## src/rtl/multi_stack.sv

```systemverilog
// N independent LIFO stacks of D words each, sharing one command port.
// Pops return data one cycle later on dout; top/count peek the selected stack.
module multi_stack #(
    parameter int W = 13,
    parameter int D = 8,
    parameter int N = 2,
    localparam int SW = (N > 1) ? $clog2(N) : 1,
    localparam int CW = $clog2(D + 1)
) (
    input  logic          clk,
    input  logic          reset,
    input  logic [SW-1:0] sel,
    input  logic          clear,
    input  logic          push,
    input  logic          pop,
    input  logic [W-1:0]  din,
    output logic [W-1:0]  dout,
    output logic          dout_valid,
    output logic [W-1:0]  top,
    output logic [CW-1:0] count,
    output logic [N-1:0]  empty,
    output logic [N-1:0]  full,
    output logic          err_ovf,
    output logic          err_udf
);
    localparam int AW = $clog2(D);

    logic          sel_ok;
    logic [CW-1:0] cnt_w [N];
    logic [W-1:0]  top_w [N];
    logic          sel_empty;
    logic          sel_full;

    logic [W-1:0]  dout_q, dout_d;
    logic          valid_q, valid_d;
    logic          ovf_q, ovf_d;
    logic          udf_q, udf_d;

    // A select value beyond the last stack turns the cycle into a no-op.
    assign sel_ok = (int'(sel) < N);

    for (genvar gi = 0; gi < N; gi++) begin : g_stack
        logic [W-1:0]  mem [D];
        logic [CW-1:0] cnt_q, cnt_d;
        logic          hit, is_empty, is_full, we;
        logic [AW-1:0] waddr, raddr;

        assign hit      = sel_ok && (sel == SW'(gi));
        assign is_empty = (cnt_q == '0);
        assign is_full  = (cnt_q == CW'(D));
        assign raddr    = AW'(cnt_q - 1'b1);

        always_comb begin
            cnt_d = cnt_q;
            we    = 1'b0;
            waddr = AW'(cnt_q);
            if (hit) begin
                if (clear) begin
                    cnt_d = '0;
                end else if (push && pop) begin
                    // Replace the top in place; an empty stack just passes din through.
                    if (!is_empty) begin
                        we    = 1'b1;
                        waddr = raddr;
                    end
                end else if (push) begin
                    if (!is_full) begin
                        we    = 1'b1;
                        cnt_d = cnt_q + 1'b1;
                    end
                end else if (pop) begin
                    if (!is_empty) cnt_d = cnt_q - 1'b1;
                end
            end
        end

        always_ff @(posedge clk or posedge reset) begin
            if (reset) cnt_q <= '0;
            else       cnt_q <= cnt_d;
        end

        always_ff @(posedge clk) begin
            if (we) mem[waddr] <= din;
        end

        assign top_w[gi] = is_empty ? '0 : mem[raddr];
        assign cnt_w[gi] = cnt_q;
        assign empty[gi] = is_empty;
        assign full[gi]  = is_full;
    end

    always_comb begin
        top   = '0;
        count = '0;
        for (int i = 0; i < N; i++) begin
            if (sel_ok && (sel == SW'(i))) begin
                top   = top_w[i];
                count = cnt_w[i];
            end
        end
    end

    assign sel_empty = (count == '0);
    assign sel_full  = (count == CW'(D));

    always_comb begin
        dout_d  = dout_q;
        valid_d = 1'b0;
        ovf_d   = 1'b0;
        udf_d   = 1'b0;
        if (sel_ok && !clear) begin
            if (push && pop) begin
                valid_d = 1'b1;
                dout_d  = sel_empty ? din : top;
            end else if (push) begin
                ovf_d = sel_full;
            end else if (pop) begin
                if (sel_empty) begin
                    udf_d = 1'b1;
                end else begin
                    valid_d = 1'b1;
                    dout_d  = top;
                end
            end
        end
    end

    always_ff @(posedge clk or posedge reset) begin
        if (reset) begin
            dout_q  <= '0;
            valid_q <= 1'b0;
            ovf_q   <= 1'b0;
            udf_q   <= 1'b0;
        end else begin
            dout_q  <= dout_d;
            valid_q <= valid_d;
            ovf_q   <= ovf_d;
            udf_q   <= udf_d;
        end
    end

    assign dout       = dout_q;
    assign dout_valid = valid_q;
    assign err_ovf    = ovf_q;
    assign err_udf    = udf_q;
endmodule

```

## config.mk

```make
export PLATFORM = sky130hd
export DESIGN_NAME = multi_stack
export DESIGN_NICKNAME = d
export VERILOG_FILES = /design/src/rtl/multi_stack.sv
export SDC_FILE = /design/constraint.sdc
export NUM_CORES = 1
export LEC_CHECK = 0
export ABC_AREA = 1
export CAP_MARGIN = 30
export CORE_UTILIZATION = 40
export CTS_BUF_LIST = sky130_fd_sc_hd__clkbuf_4
export DETAILED_ROUTE_END_ITERATION = 7
export GPL_TIMING_DRIVEN = 0
export HOLD_SLACK_MARGIN = 0.06
export PLACE_DENSITY_LB_ADDON = 0.05
export SYNTH_ARGS = -nofsm -noshare
export SYNTH_HDL_FRONTEND = slang
export SYNTH_SLANG_ARGS = --single-unit
```

## constraint.sdc

```tcl
create_clock -name clk -period 3.1 [get_ports clk]
set_clock_uncertainty 0.15 [all_clocks]
set_input_delay 0.31 -clock clk [delete_from_list [all_inputs] [get_ports clk]]
set_output_delay 0.31 -clock clk [all_outputs]
set_load 0.02 [all_outputs]
```

==> metrics.cfg, run 1 <==
[routing]
drt_iter0_drc=645
ant_nets=0
wl_per_cell_um=19.6
firstDrtPassIters=5
viasPerCell=4.98
drc=0
wirelength_mm=31.7
vias=8033

[power]
power_mw=12.1
seqPwrFrac_pct=30.7
p_int_mw=7.17
peakVddDrop_uv=596
pwr-share-clk_pct=23.0
power_per_cell_area_nw_per_um2=923
comb_power_share_pct=46.3
switching_power_mw=4.91
switching_share_pct=40.6
p_leak_nw=5.81

[yosys]
synth_xor_area_share_pct=1.15
syn_area_per_cell_sq_um=9.75
synth_cells=1074
syn-num-nets=1097
muxShareOfSynthArea_pct=0
synthFlopType=edfxtp_1
synth_compound_area_share_pct=1.18
synthTopCellsByArea=edfxtp_1 (60%), nand2_1 (15%), nand3_1 (7.4%), dfrtp_1 (5.7%), inv_1 (4.3%)
synthSimpleGateAreaFrac_pct=24.7
yosys_warnings=0
ys_async_sr_fraction_pct=10.3
synth_top_area_share_pct=59.6
synth_seq_area_share_pct=65.4
synthAdderAreaFrac_pct=0.478
synth_cell_types=30
ys_ff_latch=232
synth_top_family_by_area=simple AND/OR/NAND/NOR gates
synth_edf_count=208
synth.cell_area_sq_um=10500
yosysTopAreaCell=edfxtp_1

[cts]
clock_latency_ps=660
clk_pin_slew_ps=70
cts_tree=yes
h-tree-depth=3
cts_inserted_buffers=66
root_buffer=clkbuf_4
clk_path_buf_depth=3
cts.sinks=232

[critical_path]
critical_path_buf_inv_count=4
worstReg2RegStart=g_stack[1].cnt_q[0]
rr_endpoint=g_stack[1].mem[2][8]
reg2reg_slack_ps=160
path_cells=inv_4 -> clkbuf_8 -> ha_4 -> xor2_4 -> buf_6 -> nand3_1 -> nand3_2 -> nand2_1 -> buf_4
cp-start-kind=register
cp-startpoint=g_stack[1].cnt_q[0]
critPathRequiredTime_ps=2640
worstPathArrival_ps=2620
crit_type=register to output pin
rr_worst_depth=9
endpoint=top[5]
cp_top_family=buffers and inverters
worstPathMaxFanout=10
crit_slowest_cell=dfrtp_2
cp-end-kind=output pin
cp.depth=9
slowest_delay_ps=440

[layout]
layout-drive-gt1-share_pct=21.0
final_common_cell=nand2_1
nets=1259
fin_util_pct=51.5
final_cell_mix=nand2_1 (407), edfxtp_1 (208), inv_1 (119), nand3_1 (119), clkbuf_4 (107)
syn2layout_area_growth_pct=25.0

[placed_design]
dp_hpwl_mm=21.7
place_congestion=0.932
port_buffers=55

[flow_run]
drv_cap=0

[floorplan]
chipWidth_um=164
start_util_pct=41.2
die_h_um=164
std_cell_rows=58
die_area_sq_um=26800
core_sq_um=25400
io_pins=56

[timing]
fmax_mhz=325
worst_pin_slew_ps=961
period_share_pct=99.3
hold_violations=0
maxSlewViolCount=0
slew_headroom_pct=35.7
layout_min_cycle_time_ps=3080
setup_violations=0
whs_ps=299

[outcome]
status=finished, final reports clean

[global_routing]
grt_pass1_wl_mm=46.8
grt_max_degree=18
grt_pass1_vias=7716
antenna_found_initial=2
overflow=0
track_usage_pct=24.6

[hold_path]
worst_hold_path_type=input port to register

[what timing repair did]
item	in CTS	in global routing
hold buffers	1	0
gates cloned	0	1
resized for setup	147	34
buffers inserted	8	12
pin swaps	5	10
hold endpoints to repair	11	0
endpoints found under the setup margin	237	14
[sequential cells by signal, indices dropped and copies added (netlist names)]
name           cells
g_stack.mem      208
dout              13
g_stack.cnt_q      8
dout_valid         1
err_ovf            1
err_udf            1
[worst min path at each step]
stage	to	from	cells after the start
finish	err_udf	clear	2
global route	err_udf	pop	3
CTS	err_udf	clear	2
detailed placement	dout[3]	dout[3]	2
global placement	dout[3]	dout[3]	2
floorplan	dout[0]	reset	1
[cells by family (layout without fill, tap and decap cells)]
group	Yosys count	count (layout)
fa+ha+maj	4	4
xor+xnor	12	12
other cells	0	1
buf+inv	179	388
simple gates	625	625
compound gates	22	22
flops	232	232
[final cells by class]
class	count	area, sq um
diodes	1	2.50
plain buffers	47	382
clock buffers	105	788
clock inverters	10	38.8
fillers	2421	12300
inverters	128	500
multi-input cells	663	3160
flip-flops and latches	232	6850
well taps	330	413
repair buffers	98	951
[metal layers]
| metal | GRT usage, % | vias up | routed length (um) |
|---|---|---|---|
| met5 | 0 | - | 0 |
| met4 | 8.38 | 0 | 635 |
| met3 | 7.15 | 59 | 2660 |
| met2 | 37.2 | 308 | 14000 |
| met1 | 33.7 | 3809 | 14300 |
| li1 | - | 3857 | - |
[power by group through the flow]
stage               Combinational [mW]  Sequential [mW]  Clock (mW)
floorplan                         2.68             3.84           0
global placement                  4.66             3.77           0
detailed placement                4.70             3.77           0
CTS                               5.17             3.71        2.87
global route                      5.98             3.73        3.03
finish                            5.59             3.71        2.78
[stage by stage]
step / cell area [sq um] / setup WS [ps] / cells / TNS [ps]
6_report: 13100 / 22.8 / 1614 / 0
5_1_grt: 13100 / -5.48 / 1614 / -5.48
4_1_cts: 12800 / 7.46 / 1600 / 0
3_5_place_dp: 11700 / -1000 / 1478 / -134090
3_3_place_gp: 11400 / -1330 / 1459 / -221400
2_1_floorplan: 10500 / -10.0 / 1074 / -346
[cell usage after synthesis, types with 2 or more instances]
cell and n:
nand2_1 410, edfxtp_1 208, nand3_1 154, inv_1 121, nor2_1 50, dfrtp_1 24
buf_2 21, buf_1 11, clkbuf_1 9, o21ai_1 9, buf_4 8, xor2_1 8
inv_2 7, o22ai_1 6, ha_1 4, nor2_2 3, o21ai_0 3, buf_6 2
nand2b_1 2, o31ai_1 2, xnor2_1 2, xnor2_2 2
Note: power is estimated with default switching activity, not from simulation.
==> run 2: changes to the inputs <==
--- a/config.mk
+++ b/config.mk
@@ -7,6 +7,7 @@
 export LEC_CHECK = 0
 export ABC_AREA = 1
 export CAP_MARGIN = 30
+export CORE_MARGIN = 2
 export CORE_UTILIZATION = 40
 export CTS_BUF_LIST = sky130_fd_sc_hd__clkbuf_4
 export DETAILED_ROUTE_END_ITERATION = 7
==> metrics.cfg, run 2 (synthesized netlist as in run 1, its figures left out) <==
[outcome]
status=finished, final reports clean  ; unchanged

[timing]
hold_violations=0  ; unchanged
layout_min_cycle_time_ps=3040  ; was 3080 ps
setup_violations=0  ; unchanged
rsz0062_at_grt=yes
slew_headroom_pct=30.8  ; was 35.7%
worst_pin_slew_ps=1030  ; was 961 ps
period_share_pct=98.1  ; was 99.3%
fmax_mhz=329  ; was 325 MHz
maxSlewViolCount=0  ; unchanged

[cts]
root_buffer=clkbuf_4  ; unchanged
cts_inserted_buffers=60  ; was 66
cts.sinks=232  ; unchanged
cts_tree=yes  ; unchanged
h-tree-depth=2  ; was 3
clk_path_buf_depth=3  ; unchanged
clock_latency_ps=710  ; was 660 ps
clk_pin_slew_ps=60  ; was 70 ps

[placed_design]
dp_hpwl_mm=21.1  ; was 21.7 mm
port_buffers=55  ; unchanged
place_congestion=0.851  ; was 0.932

[power]
power_mw=12.3  ; was 12.1 mW
p_leak_nw=5.84  ; was 5.81 nW
peakVddDrop_uv=516  ; was 596 uV
power_per_cell_area_nw_per_um2=930  ; was 923 nW/um^2

[critical_path]
crit_type=register to output pin  ; unchanged
cp-end-kind=output pin  ; unchanged
critPathRequiredTime_ps=2640  ; about the same
worstPathArrival_ps=2580  ; was 2620 ps
worstPathMaxFanout=5  ; was 10
cp-start-kind=register  ; unchanged

[layout]
largest_reg_flops=208  ; unchanged
multiInputGateArea_sq_um=3310  ; was 3160 sq um
final_common_cell=nand2_1  ; unchanged
layout-drive-gt1-share_pct=22.2  ; was 21.0%
regArea_sq_um=6850  ; about the same
largest_register=g_stack.mem  ; unchanged
fin_util_pct=51.2  ; was 51.5%
num-fill-cells=2399  ; was 2,421
syn2layout_area_growth_pct=26.7  ; was 25.0%
final_cell_mix=nand2_1 (404), edfxtp_1 (208), inv_1 (119)  ; was nand2_1 (407), edfxtp_1 (208), inv_1 (119), nand3_1 (119), clkbuf_4 (107)
nets=1256  ; was 1,259

[routing]
wl_per_cell_um=19.1  ; was 19.6 um
ant_nets=0  ; unchanged
drt_iter0_drc=625  ; was 645
vias=7967  ; was 8,033
drc=0  ; unchanged
firstDrtPassIters=7  ; was 5
wirelength_mm=30.9  ; was 31.7 mm
viasPerCell=4.92  ; was 4.98

[global_routing]
overflow=0  ; unchanged
track_usage_pct=22.5  ; was 24.6%
antenna_found_initial=1  ; was 2
grt_pass1_wl_mm=45.9  ; was 46.8 mm
grt_max_degree=20  ; was 18
grt_pass1_vias=7510  ; was 7,716

[hold_path]
worst_hold_path_type=input port to register  ; unchanged

[floorplan]
start_util_pct=40.4  ; was 41.2%
std_cell_rows=59  ; was 58
core_sq_um=25900  ; was 25,400 sq um
chipWidth_um=166  ; was 164 um
die_h_um=166  ; was 164 um
die_area_sq_um=27500  ; was 26,800 sq um
io_pins=56  ; unchanged

[flow_run]
drv_cap=0  ; unchanged

-- run 2: per-stage QoR --
step | setup WS [ps] | TNS [ps] | cell area (sq um) | instances | hold slack [ps]
2_1_floorplan | -10.0 | -346 | 10500 | 1074 | 175
3_3_place_gp | -1370 | -234730 | 11400 | 1464 | 317
3_5_place_dp | -988 | -145460 | 11700 | 1484 | 320
4_1_cts | -13.8 | -31.8 | 12900 | 1607 | 217
5_1_grt | -53.7 | -264 | 13300 | 1619 | 108
6_report | 57.5 | 0 | 13300 | 1620 | 139
-- run 2: path summary, 6_finish.rpt --
path | start | slack, ps | cells past startpoint | end
max | g_stack[0].cnt_q[0] | 60 | 10 | top[4]
min | din[12] | 140 | 1 | g_stack[0].mem[7][12]
min reg2reg | dout[6] | 340 | 2 | dout[6]
max reg2reg | g_stack[0].cnt_q[0] | 290 | 10 | g_stack[0].mem[6][5]
min in group asynchronous | reset | 260 | 3 | dout[7]
max in group asynchronous | reset | 2090 | 4 | g_stack[1].cnt_q[2]
-- run 2: critical path, cell delays in order (launching register included) --
cell and delay (ps):
dfrtp_1 390, inv_2 60, buf_6 130, buf_12 120, ha_4 200, xnor2_4 280, clkbuf_16 220, nand3_2 140
nand3_2 120, nand2_1 80, buf_4 170
-- run 2: cell type report --
| cell class | count | share of cell area, % |
|---|---|---|
| clock buffer | 97 | 5.49 |
| multi-input combinational | 663 | 25.0 |
| sequential | 232 | 51.6 |
| clock inverter | 14 | 0.415 |
| inverter | 128 | 3.73 |
| tap | 335 | 3.16 |
| buffer | 48 | 3.05 |
| antenna | 3 | 0.0566 |
| timing repair buffer | 100 | 7.51 |
-- run 2: what timing repair did --
action | in CTS | in global routing
gates resized for setup | 169 | 54
endpoints found under the hold margin | 24 | 0
endpoints found under the setup margin | 238 | 20
hold buffers | 1 | 0
cloned | 2 | 1
pin swaps | 7 | 15
setup buffers | 11 | 9
-- run 2: power by group --
group          switching (mW)  total (mW)  leakage, nW  internal (mW)
logic                    3.72        5.99         3.18           2.27
registers              0.0932        3.70         2.18           3.61
clock network            1.24        2.65        0.478           1.41
-- run 2: metal layers --
metal  part of all wire (%)  vias to the layer above  track usage (%)
li1                       -                     3869                -
met1                     46                     3763             31.8
met2                     45                      289             34.1
met3                    7.7                       46             6.27
met4                    2.2                        0             6.54
met5                      0                        -                0
